### src/rtl/sdp_ram_arb_pkg.sv
// sdp_ram_arb_pkg
//   Shared definitions for the SDP RAM two-requester arbiter:
//   requester ids, the read-return tag carried through the latency
//   pipeline, and the read-latency legality helper.
package sdp_ram_arb_pkg;

   localparam logic ID_M0 = 1'b0;
   localparam logic ID_M1 = 1'b1;

   typedef struct packed {
      logic vld;
      logic id;
   } rd_tag_t;

   // The attached SDP RAM only supports NORMAL (2) or LOW_LATENCY (1).
   function automatic logic legal_rd_lat(input int unsigned lat);
      return (lat == 1) || (lat == 2);
   endfunction

endpackage

### src/rtl/sdp_ram_arb_tagpipe.sv
// sdp_ram_arb_tagpipe
//   DEPTH-deep shift register of read tags with synchronous clear.
//   Ports:
//     clk      clock
//     rst      synchronous active-high clear of every stage
//     in_tag   tag entering stage 0
//     out_tag  tag at stage DEPTH-1
module sdp_ram_arb_tagpipe
   import sdp_ram_arb_pkg::*;
#(
   parameter int unsigned DEPTH = 2
) (
   input  logic    clk,
   input  logic    rst,
   input  rd_tag_t in_tag,
   output rd_tag_t out_tag
);

   rd_tag_t stage [DEPTH];

   always_ff @(posedge clk) begin
      if (rst) begin
         for (int unsigned i = 0; i < DEPTH; i++) begin
            stage[i] <= '0;
         end
      end else begin
         stage[0] <= in_tag;
         for (int unsigned i = 1; i < DEPTH; i++) begin
            stage[i] <= stage[i-1];
         end
      end
   end

   assign out_tag = stage[DEPTH-1];

endmodule

### src/rtl/sdp_ram_arb.sv
// sdp_ram_arb
//   Lets two requesters share one SDP RAM. At most one access (read or
//   write) is granted per cycle; writes drive RAM port a, reads drive
//   port b. Read data returns RD_LAT cycles after the grant, flagged to
//   the requester that issued it via a tag pipeline.
//
//   Build option: define SDP_RAM_ARB_RR_EN for round-robin arbitration.
//   Without it requester 0 has fixed priority and requester 1 may starve.
//
//   Ports:
//     clk, rst                  clock, synchronous active-high reset
//     m{0,1}_req/we/be/addr/wdata  request fields, held until granted
//     m{0,1}_gnt                combinational grant
//     m{0,1}_rvalid             read data valid for that requester
//     rdata                     shared read data (ram_doutb passthrough)
//     ram_*                     connections to the SDP RAM
module sdp_ram_arb
   import sdp_ram_arb_pkg::*;
#(
   parameter int unsigned DATA_W          = 32,
   parameter int unsigned DEPTH_W         = 8,
   parameter int unsigned RD_LAT          = 2,
   parameter bit          USE_BYTE_ENABLE = 1'b0
) (
   input  logic                clk,
   input  logic                rst,
   input  logic                m0_req,
   input  logic                m0_we,
   input  logic [DATA_W/8-1:0] m0_be,
   input  logic [DEPTH_W-1:0]  m0_addr,
   input  logic [DATA_W-1:0]   m0_wdata,
   output logic                m0_gnt,
   output logic                m0_rvalid,
   input  logic                m1_req,
   input  logic                m1_we,
   input  logic [DATA_W/8-1:0] m1_be,
   input  logic [DEPTH_W-1:0]  m1_addr,
   input  logic [DATA_W-1:0]   m1_wdata,
   output logic                m1_gnt,
   output logic                m1_rvalid,
   output logic [DATA_W-1:0]   rdata,
   output logic                ram_wea,
   output logic [DATA_W/8-1:0] ram_byte_enable,
   output logic                ram_reb,
   output logic [DEPTH_W-1:0]  ram_addra,
   output logic [DEPTH_W-1:0]  ram_addrb,
   output logic [DATA_W-1:0]   ram_dina,
   input  logic [DATA_W-1:0]   ram_doutb
);

   if (!legal_rd_lat(RD_LAT)) begin : g_bad_rd_lat
      $error("sdp_ram_arb: RD_LAT must be 1 or 2");
   end

   logic    gnt0, gnt1;
   logic    sel_we;
   rd_tag_t in_tag, out_tag;

`ifdef SDP_RAM_ARB_RR_EN
   logic last_id;

   // On contention the requester that did not win last time is granted.
   always_comb begin
      gnt0 = 1'b0;
      gnt1 = 1'b0;
      if (!rst) begin
         if (m0_req && m1_req) begin
            if (last_id == ID_M0) gnt1 = 1'b1;
            else                  gnt0 = 1'b1;
         end else begin
            gnt0 = m0_req;
            gnt1 = m1_req;
         end
      end
   end

   always_ff @(posedge clk) begin
      if (rst)       last_id <= ID_M1;
      else if (gnt0) last_id <= ID_M0;
      else if (gnt1) last_id <= ID_M1;
   end
`else
   always_comb begin
      gnt0 = m0_req && !rst;
      gnt1 = m1_req && !m0_req && !rst;
   end
`endif

   // Requester 0 fields drive the RAM whenever requester 1 is not granted,
   // which keeps the idle outputs free of X.
   always_comb begin
      sel_we          = gnt1 ? m1_we : m0_we;
      ram_wea         = (gnt0 || gnt1) && sel_we;
      ram_reb         = (gnt0 || gnt1) && !sel_we;
      ram_addra       = gnt1 ? m1_addr  : m0_addr;
      ram_addrb       = gnt1 ? m1_addr  : m0_addr;
      ram_dina        = gnt1 ? m1_wdata : m0_wdata;
      ram_byte_enable = USE_BYTE_ENABLE ? (gnt1 ? m1_be : m0_be) : '1;
      in_tag.vld      = ram_reb;
      in_tag.id       = gnt1 ? ID_M1 : ID_M0;
   end

   sdp_ram_arb_tagpipe #(
      .DEPTH (RD_LAT)
   ) u_tagpipe (
      .clk     (clk),
      .rst     (rst),
      .in_tag  (in_tag),
      .out_tag (out_tag)
   );

   always_comb begin
      m0_gnt    = gnt0;
      m1_gnt    = gnt1;
      m0_rvalid = out_tag.vld && (out_tag.id == ID_M0) && !rst;
      m1_rvalid = out_tag.vld && (out_tag.id == ID_M1) && !rst;
      rdata     = ram_doutb;
   end

endmodule

### config.mk
export PLATFORM = sky130hd
export DESIGN_NAME = sdp_ram_arb
export DESIGN_NICKNAME = d
export VERILOG_FILES = /design/src/rtl/sdp_ram_arb_pkg.sv /design/src/rtl/sdp_ram_arb_tagpipe.sv /design/src/rtl/sdp_ram_arb.sv
export SDC_FILE = /design/constraint.sdc
export NUM_CORES = 1
export LEC_CHECK = 0
export BUFFER_PORTS_ARGS = -buffer_cell sky130_fd_sc_hd__buf_4
export CAP_MARGIN = 20
export CORE_AREA = 2 2 84 86
export CTS_BUF_LIST = sky130_fd_sc_hd__clkbuf_4 sky130_fd_sc_hd__clkbuf_8
export DETAILED_ROUTE_END_ITERATION = 6
export DIE_AREA = 0 0 86 88
export PLACE_DENSITY = 0.66
export SLEW_MARGIN = 20
export SYNTH_ARGS = -nofsm -noshare
export SYNTH_HDL_FRONTEND = slang
export SYNTH_SLANG_ARGS = --single-unit
### constraint.sdc
create_clock -name clk -period 2.05 [get_ports clk]
set_clock_uncertainty 0.05 [all_clocks]
set_input_delay 0.205 -clock clk [delete_from_list [all_inputs] [get_ports clk]]
set_output_delay 0.205 -clock clk [all_outputs]
set_load 0.005 [all_outputs]
# After elaboration in Yosys (flattened, before gate mapping)
# Memories as Yosys holds them, arrays and structs flattened.
# Index checks and enable logic that the tools add are counted.
# Widths: inputs -> output; s select.
# totals
mem_count	1
output_inout_bits	90
ramBits	4
word_cells	26
regBits	0
# mem_list
memory	words	width	read_ports	rd_ports_with_merged_regs	wr	line	source
u_tagpipe.stage	2	2	2	0	2	sdp_ram_arb_tagpipe.sv:19	rd_tag_t stage [DEPTH];
# op_classes
mux	9
n_reduce_logical	13
bitwise	3
# ops
operator	n
$mux 32	1
$logic_and 1x1->1	9
$mux 8	1
$mux 1	5
$mux 2	2
$logic_not 1->1	3
$or 1x1->1	2
$logic_or 1x1->1	1
$not 1->1	1

# Logic depth before layout (Yosys ltp)
# Gate-level depths: netlist of the first run.
# depth
word_depth	7
mapped_depth	5

# By module
# A second synthesis of the first run with hierarchy kept.
# unflattened
cells_unflattened	109
hier_area_um2	1028.5
# modules_own_cells
module	n_inst	cells_per_inst	area_each_um2	seq_area_each_um2
sdp_ram_arb	1	99	908.4	0.0
sdp_ram_arb_tagpipe	1	10	120.1	80.1

# Worst setup path after synthesis of the first run
# Ideal clock, no wire load.
# synth_path
path_type	input port to output port
start	input rst
end	output ram_addrb[3]
path_buffers	3
required_ns	1.795
arrival_time_ns	1.293
setup_slack_ns	0.502
cell_stages	5
cell_sequence	buf_6 > nor3b_4 > buf_6 > mux2_1 > buf_4
# synth_via
elab_chain_cells	3
# synth_lines
element	line	source
start, declared	sdp_ram_arb.sv:26	input logic rst,
$logic_not 1->1	sdp_ram_arb.sv:85	gnt1 = m1_req && !m0_req && !rst;
$logic_and 1x1->1	sdp_ram_arb.sv:85	
$mux 8	--	
end, declared	sdp_ram_arb.sv:46	output logic [DEPTH_W-1:0] ram_addrb,
# Every way passes these cells.

# Worst setup path in the final report of the first run
# layout_path
start	input m0_req
end	output ram_addra[7]
# layout_via
elab_chain_cells	4
# layout_lines
element	line	source
start, declared	sdp_ram_arb.sv:27	input logic m0_req,
$logic_not 1->1	sdp_ram_arb.sv:85	
$logic_and 1x1->1 (2 in a row)	sdp_ram_arb.sv:85	
$mux 8	sdp_ram_arb.sv:95	ram_addra = gnt1 ? m1_addr : m0_addr;
end, declared	sdp_ram_arb.sv:45	output logic [DEPTH_W-1:0] ram_addra,
# Every way passes these cells.

==> flow_metrics.tcl, run 1 <==
set metrics [dict create \
    status "completed" \
    irDropWorstVdd_v 0.000131 \
    hold_violations 0 \
    synth_area_um2 1070 \
    drtIter0Drc 2 \
    final_antenna_net_count 0 \
    synth_area_leaders "buf_4 (31%), mux2_2 (29%), mux2_4 (14%)" \
    fin_area_um2 1890 \
    layout_common_cells "buf_4 (141), mux2_2 (28), mux2_4 (10)" \
    timing.final.ws_setup_ns 0.348 \
    dp_slack_ns 0.322 \
    via_count 1087 \
    rows 30 \
    layout-drive-gt1-share_pct 91.3 \
    whs_ns 0.173 \
    ctsHoldBuffers 0 \
    synth_area_leader_cell "buf_4" \
    cp-end-kind "output port" \
    regMostFlops "u_tagpipe.stage" \
    setup_viol 0 \
    finalCritPeriodShare_pct 83.0 \
    grt_usage_pct 7.27 \
    cts_inserted_buffers 3 \
    remaining_drc_errors 0 \
    dr.pass1.iters 2 \
    clkSinkCount 4 \
    ys_seq_elements 4 \
    cts-resized-gates 0 \
    htreeDepth 1 \
    rsz0062_at_grt "false" \
    power_density_nw_per_um2 313 \
    die_w_um 86 \
    io_pins 216 \
    grt_max_degree 26 \
    largest_reg_flops 4 \
    post_cts_buffers 0 \
    start_util_pct 16.1 \
    syn_to_final_growth_pct 77.1 \
    synth.top_cell.area_share_pct 30.9 \
    cp-start-kind "primary input" \
    die_y_um 88 \
    yosysSeqAreaShare_pct 7.49 \
    biggestRegsByFlops "u_tagpipe.stage: 4 flops" \
    final_common_cell "buf_4" \
    cts_tree "yes" \
    clock_tree.buffer_depth 2 \
    synth_warnings 0 \
    antenna_found_initial 0 \
    critPathKind "primary input to output port" \
    grt_pass1_vias 980 \
    io_buffers 139 \
    fmax_mhz 588 \
    place_congestion 0.698 \
    finalWirelength_um 3360 \
    grt_pass1_wl_um 4400 \
    setup_tns_ns 0 \
    via_per_inst 3.80 \
    syn_area_per_cell_um2 9.91 \
    clock_latency_ns 0.21 \
    critPathRequiredTime_ns 1.79 \
    core_area_um2 6640 \
    netlist_instances 108 \
    min_path_type "primary input to register" \
    leakagePower_nw 0.974 \
    maxCapViolations 0 \
    dieArea_um2 7570 \
    place_area_um2 1850 \
    slew_viol_final 0 \
    root_buffer "clkbuf_8" \
    cp_max_fo 25 \
    grt-ovfl-total 0 \
    antennaDiodeCount 0 \
    nNetsFinal 334 \
    synth_cell_types 16 \
    cp_data_arrival_time_ns 1.45 \
    period_needed_ns 1.70 \
    path_clk_slew_ns 0.03 \
    dp_hpwl_um 2950 \
    routedWlPerCell_um 11.8 \
]
[metrics by stage]
| stage | instances | utilization [%] | power (mW) |
|---|---|---|---|
| 2_1_floorplan | 111 | - | 0.270 |
| 6_report | 286 | 28.5 | 0.592 |
| 4_1_cts | 286 | 28.5 | 0.604 |
| 3_5_place_dp | 283 | 27.9 | 0.435 |
| 5_1_grt | 286 | 28.5 | 0.629 |
| 3_3_place_gp | 283 | 27.9 | 0.431 |
[routing by layer]
layer | global-route usage (%) | routed length (µm) | vias to the layer above | share of wire, %
li1 | - | - | 517 | -
met1 | 6.88 | 1020 | 481 | 30
met2 | 13.6 | 1760 | 85 | 52
met3 | 3.02 | 533 | 4 | 16
met4 | 3.46 | 44 | 0 | 1.3
met5 | 0 | 0 | - | 0
[critical path, stage by stage]
cell,delay [ns]
buf_4,0.14
nor3b_4,0.19
buf_4,0.36
mux2_2,0.39
buf_4,0.14
[cell type report]
cell class / instances / area, µm²
Multi-Input combinational cell: 58 / 614
Tap cell: 80 / 100
Fill cell: 706 / 4750
Clock buffer: 3 / 41.3
Sequential cell: 4 / 80.1
Timing Repair Buffer: 141 / 1060
[logic make-up (layout without fill, tap and decap cells)]
| group | after synthesis | after routing | synth area share [%] |
|---|---|---|---|
| buffers and inverters | 49 | 144 | 36.1 |
| other | 1 | 4 | 0.351 |
| AND/OR/NAND/NOR | 11 | 11 | 9.01 |
| AO/OA/AOI/OAI | 3 | 3 | 1.40 |
| multiplexers | 40 | 40 | 45.6 |
| flip-flops | 4 | 4 | 7.49 |
[report_power, final]
group / internal (mW) / switching [mW]
clock: 0.125 / 0.0380
combinational: 0.249 / 0.0982
sequential: 0.0816 / 0.000744
[worst paths after layout]
kind / startpoint / endpoint / slack [ns] / cells past startpoint
max reg2reg: u_tagpipe.stage[0][0]$_SDFF_PP0_ / u_tagpipe.stage[0][2]$_SDFF_PP0_ / 1.44 / 1
min: m0_req / u_tagpipe.stage[0][0]$_SDFF_PP0_ / 0.17 / 2
min reg2reg: u_tagpipe.stage[0][1]$_SDFF_PP0_ / u_tagpipe.stage[0][3]$_SDFF_PP0_ / 0.39 / 1
max: m0_req / ram_addra[7] / 0.35 / 5
[synthesized netlist by cell type]
master / instances
buf_4: 44
mux2_4: 10
buf_6: 5
a21oi_1: 3
mux2_1: 2
and3b_2: 1
conb_1: 1
mux2_2: 28
nor3b_4: 1
dfxtp_1: 4
nand3b_1: 1
and2b_2: 3
nand2_1: 1
nand2b_1: 1
or3b_2: 1
nor3b_1: 2
No activity file was read; power rests on OpenSTA's default activity.
==> run 2: changes to the inputs <==
--- a/config.mk
+++ b/config.mk
@@ -5,13 +5,14 @@
 export SDC_FILE = /design/constraint.sdc
 export NUM_CORES = 1
 export LEC_CHECK = 0
+export ABC_AREA = 1
 export BUFFER_PORTS_ARGS = -buffer_cell sky130_fd_sc_hd__buf_4
 export CAP_MARGIN = 20
-export CORE_AREA = 2 2 84 86
+export CORE_AREA = 2 2 83 85
 export CTS_BUF_LIST = sky130_fd_sc_hd__clkbuf_4 sky130_fd_sc_hd__clkbuf_8
 export DETAILED_ROUTE_END_ITERATION = 6
-export DIE_AREA = 0 0 86 88
-export PLACE_DENSITY = 0.66
+export DIE_AREA = 0 0 85 87
+export PLACE_DENSITY = 0.67
 export SLEW_MARGIN = 20
 export SYNTH_ARGS = -nofsm -noshare
 export SYNTH_HDL_FRONTEND = slang
==> constraint.sdc (replaced) <==
create_clock -name clk -period 1.66 [get_ports clk]
set_clock_uncertainty 0.05 [all_clocks]
set_input_delay 0.166 -clock clk [delete_from_list [all_inputs] [get_ports clk]]
set_output_delay 0.166 -clock clk [all_outputs]
set_load 0.005 [all_outputs]
==> run 2 against run 1 <==
Sequential cell count unchanged. Die area down 2.3%. Register-to-register slack worse by 0.29 ns. Hold slack worse by 0.071 ns. Sequential power up 25%. Synthesized area up 1.6%.
==> flow_metrics.tcl, run 2 <==
set metrics [dict create \
    cp-end-kind "output port" \
    cp_top_family "buffers and inverters" \
    netlist_top_cells_count "nand2_1 (117), buf_4 (48), nor2_1 (10), nand2_2 (9), inv_1 (7)" \
    synth_edf_count 0 \
    core_area_um2 6570 \
    clock_tree.buffer_depth 2 \
    regMostFlops "u_tagpipe.stage" \
    rsz0062_at_grt "false" \
    synth_area_leader_cell "nand2_1" \
    place_congestion 0.733 \
    cpPeakStageDelay_ns 0.34 \
    largest_reg_flops 4 \
    cts_tree "yes" \
    io_buffers 139 \
    grt_usage_pct 8.83 \
    layout-drive-gt1-share_pct 52.0 \
    dr.pass1.iters 4 \
    critical_path_buf_inv_count 4 \
    grt_pass1_vias 1234 \
    crit_cells 7 \
    yosysMostFrequentCell "nand2_1" \
    r2r_end "u_tagpipe.stage[0][2]$_SDFF_PP0_" \
    routedWlPerCell_um 9.55 \
    yosysSeqAreaShare_pct 7.36 \
    dieArea_um2 7400 \
    ctsHoldBuffers 0 \
    ys_seq_elements 4 \
    io_pins 216 \
    critPathSlowestCell "inv_4" \
    critical_path.cell_chain "buf_4 -> inv_1 -> nand3_4 -> inv_4 -> nand2_1 -> nand2_1 -> buf_4" \
    grt_max_degree 42 \
    path_clk_slew_ns 0.03 \
    leakagePower_nw 1.18 \
    status "completed" \
    hold_violations 0 \
    power_mw 0.750 \
    period_needed_ns 1.42 \
    cp_max_fo 41 \
    die_w_um 85 \
    reg2reg_slack_ns 1.15 \
    post_cts_buffers 0 \
    clock_latency_ns 0.22 \
    min_path_type "primary input to register" \
    maxCapViolations 0 \
    antenna_found_initial 0 \
    via_count 1438 \
    critPathRequiredTime_ns 1.44 \
    clkSinkCount 4 \
    slew_viol_final 0 \
    whs_path_depth 2 \
    synthArstFlopShare_pct 0 \
    dp_hpwl_um 3030 \
    syn_to_final_growth_pct 74.1 \
    cp_data_arrival_time_ns 1.20 \
    via_per_inst 3.78 \
    critPathKind "primary input to output port" \
    biggestRegsByFlops "u_tagpipe.stage: 4 flops" \
    antennaDiodeCount 0 \
    hold_path_end "u_tagpipe.stage[0][2]$_SDFF_PP0_" \
    htreeDepth 1 \
    synth_cell_types 13 \
    grt-ovfl-total 0 \
    utilization_pct 28.8 \
    setup_tns_ns 0 \
    cts-resized-gates 0 \
    die_y_um 87 \
    ys.flop_type "dfxtp_1" \
    r2r_cells 2 \
    remaining_drc_errors 0 \
    netlist_instances 205 \
    fmax_mhz 704 \
    root_buffer "clkbuf_8" \
    rows 30 \
    layout_common_cells "buf_4 (141), nand2_1 (117), nor2_1 (10)" \
    final_antenna_net_count 0 \
    min-delay-start "rst" \
    drtIter0Drc 19 \
    irDropWorstVdd_v 0.000144 \
    synth_warnings 0 \
    cp-start-kind "primary input" \
    synth.top_cell.area_share_pct 40.4 \
    final_common_cell "buf_4" \
    synth_area_um2 1090 \
    finalCritPeriodShare_pct 85.6 \
    finalWirelength_um 3630 \
    syn_area_per_cell_um2 5.30 \
    nNetsFinal 428 \
    setup_viol 0 \
    r2r-start "u_tagpipe.stage[0][0]$_SDFF_PP0_" \
    cts_inserted_buffers 3 \
    start_util_pct 16.6 \
    synth_area_leaders "nand2_1 (40%), buf_4 (33%), dfxtp_1 (7.4%)" \
    grt_pass1_wl_um 5420 \
    power_density_nw_per_um2 396 \
]
[run 2: cell types whose count changed in the layout (fill, tap and decap cells not counted), sizes merged, moves of 2 or more]
cell	change
nand2	+125
mux2	-40
nor2	+10
inv	+9
a21oi	-3
and2b	-3
nor3b	-3
nand3	+2
[run 2: per-stage QoR]
step / hold WS, ns / setup slack (ns) / instances / instance area (µm²)
detailed placement: 0.282 / 0.196 / 377 / 1850
CTS: 0.0971 / 0.194 / 380 / 1890
global placement: 0.282 / 0.227 / 377 / 1850
floorplan: 0.187 / 0.587 / 208 / 1100
finish: 0.102 / 0.240 / 380 / 1890
global route: 0.114 / 0.118 / 380 / 1890
[run 2: routing by layer]
layer	vias up	track usage, %	routed length, µm	share of wire (%)
li1	747	-	-	-
met1	589	9.29	1190	33
met2	88	16.4	1980	55
met3	14	2.09	407	11
met4	0	4.33	54	1.5
met5	-	0	0	0
[run 2: power by group]
part | switching [mW] | internal [mW] | total [mW]
Clock | 0.0525 | 0.155 | 0.207
Combinational | 0.163 | 0.276 | 0.439
Sequential | 0.00138 | 0.102 | 0.103
[run 2: final cells by class]
class                      count  area, µm²
clock buffer                   3       41.3
fill                         728       4680
inverter                       9       36.3
multi-input combinational    143        577
sequential                     4       80.1
tap                           80        100
timing repair buffer         141       1060
[run 2: how the worst max path moves through the flow]
stage / start / to / slack (ns)
2_1_floorplan: m0_req / ram_addrb[0] / 0.59
3_3_place_gp: m0_req / ram_addra[0] / 0.23
5_1_grt: m0_req / ram_addra[0] / 0.12
4_1_cts: m0_req / ram_addra[0] / 0.19
3_5_place_dp: m0_req / ram_addra[0] / 0.20
6_report: m0_req / ram_addrb[7] / 0.24
[run 2: cell families (layout without fill, tap and decap cells)]
family / count (synthesis) / count (layout) / share of synthesized area [%]
buf+inv: 61 / 153 / 40.6
flops: 4 / 4 / 7.37
other cells: 1 / 4 / 0.345
simple gates: 139 / 139 / 51.7
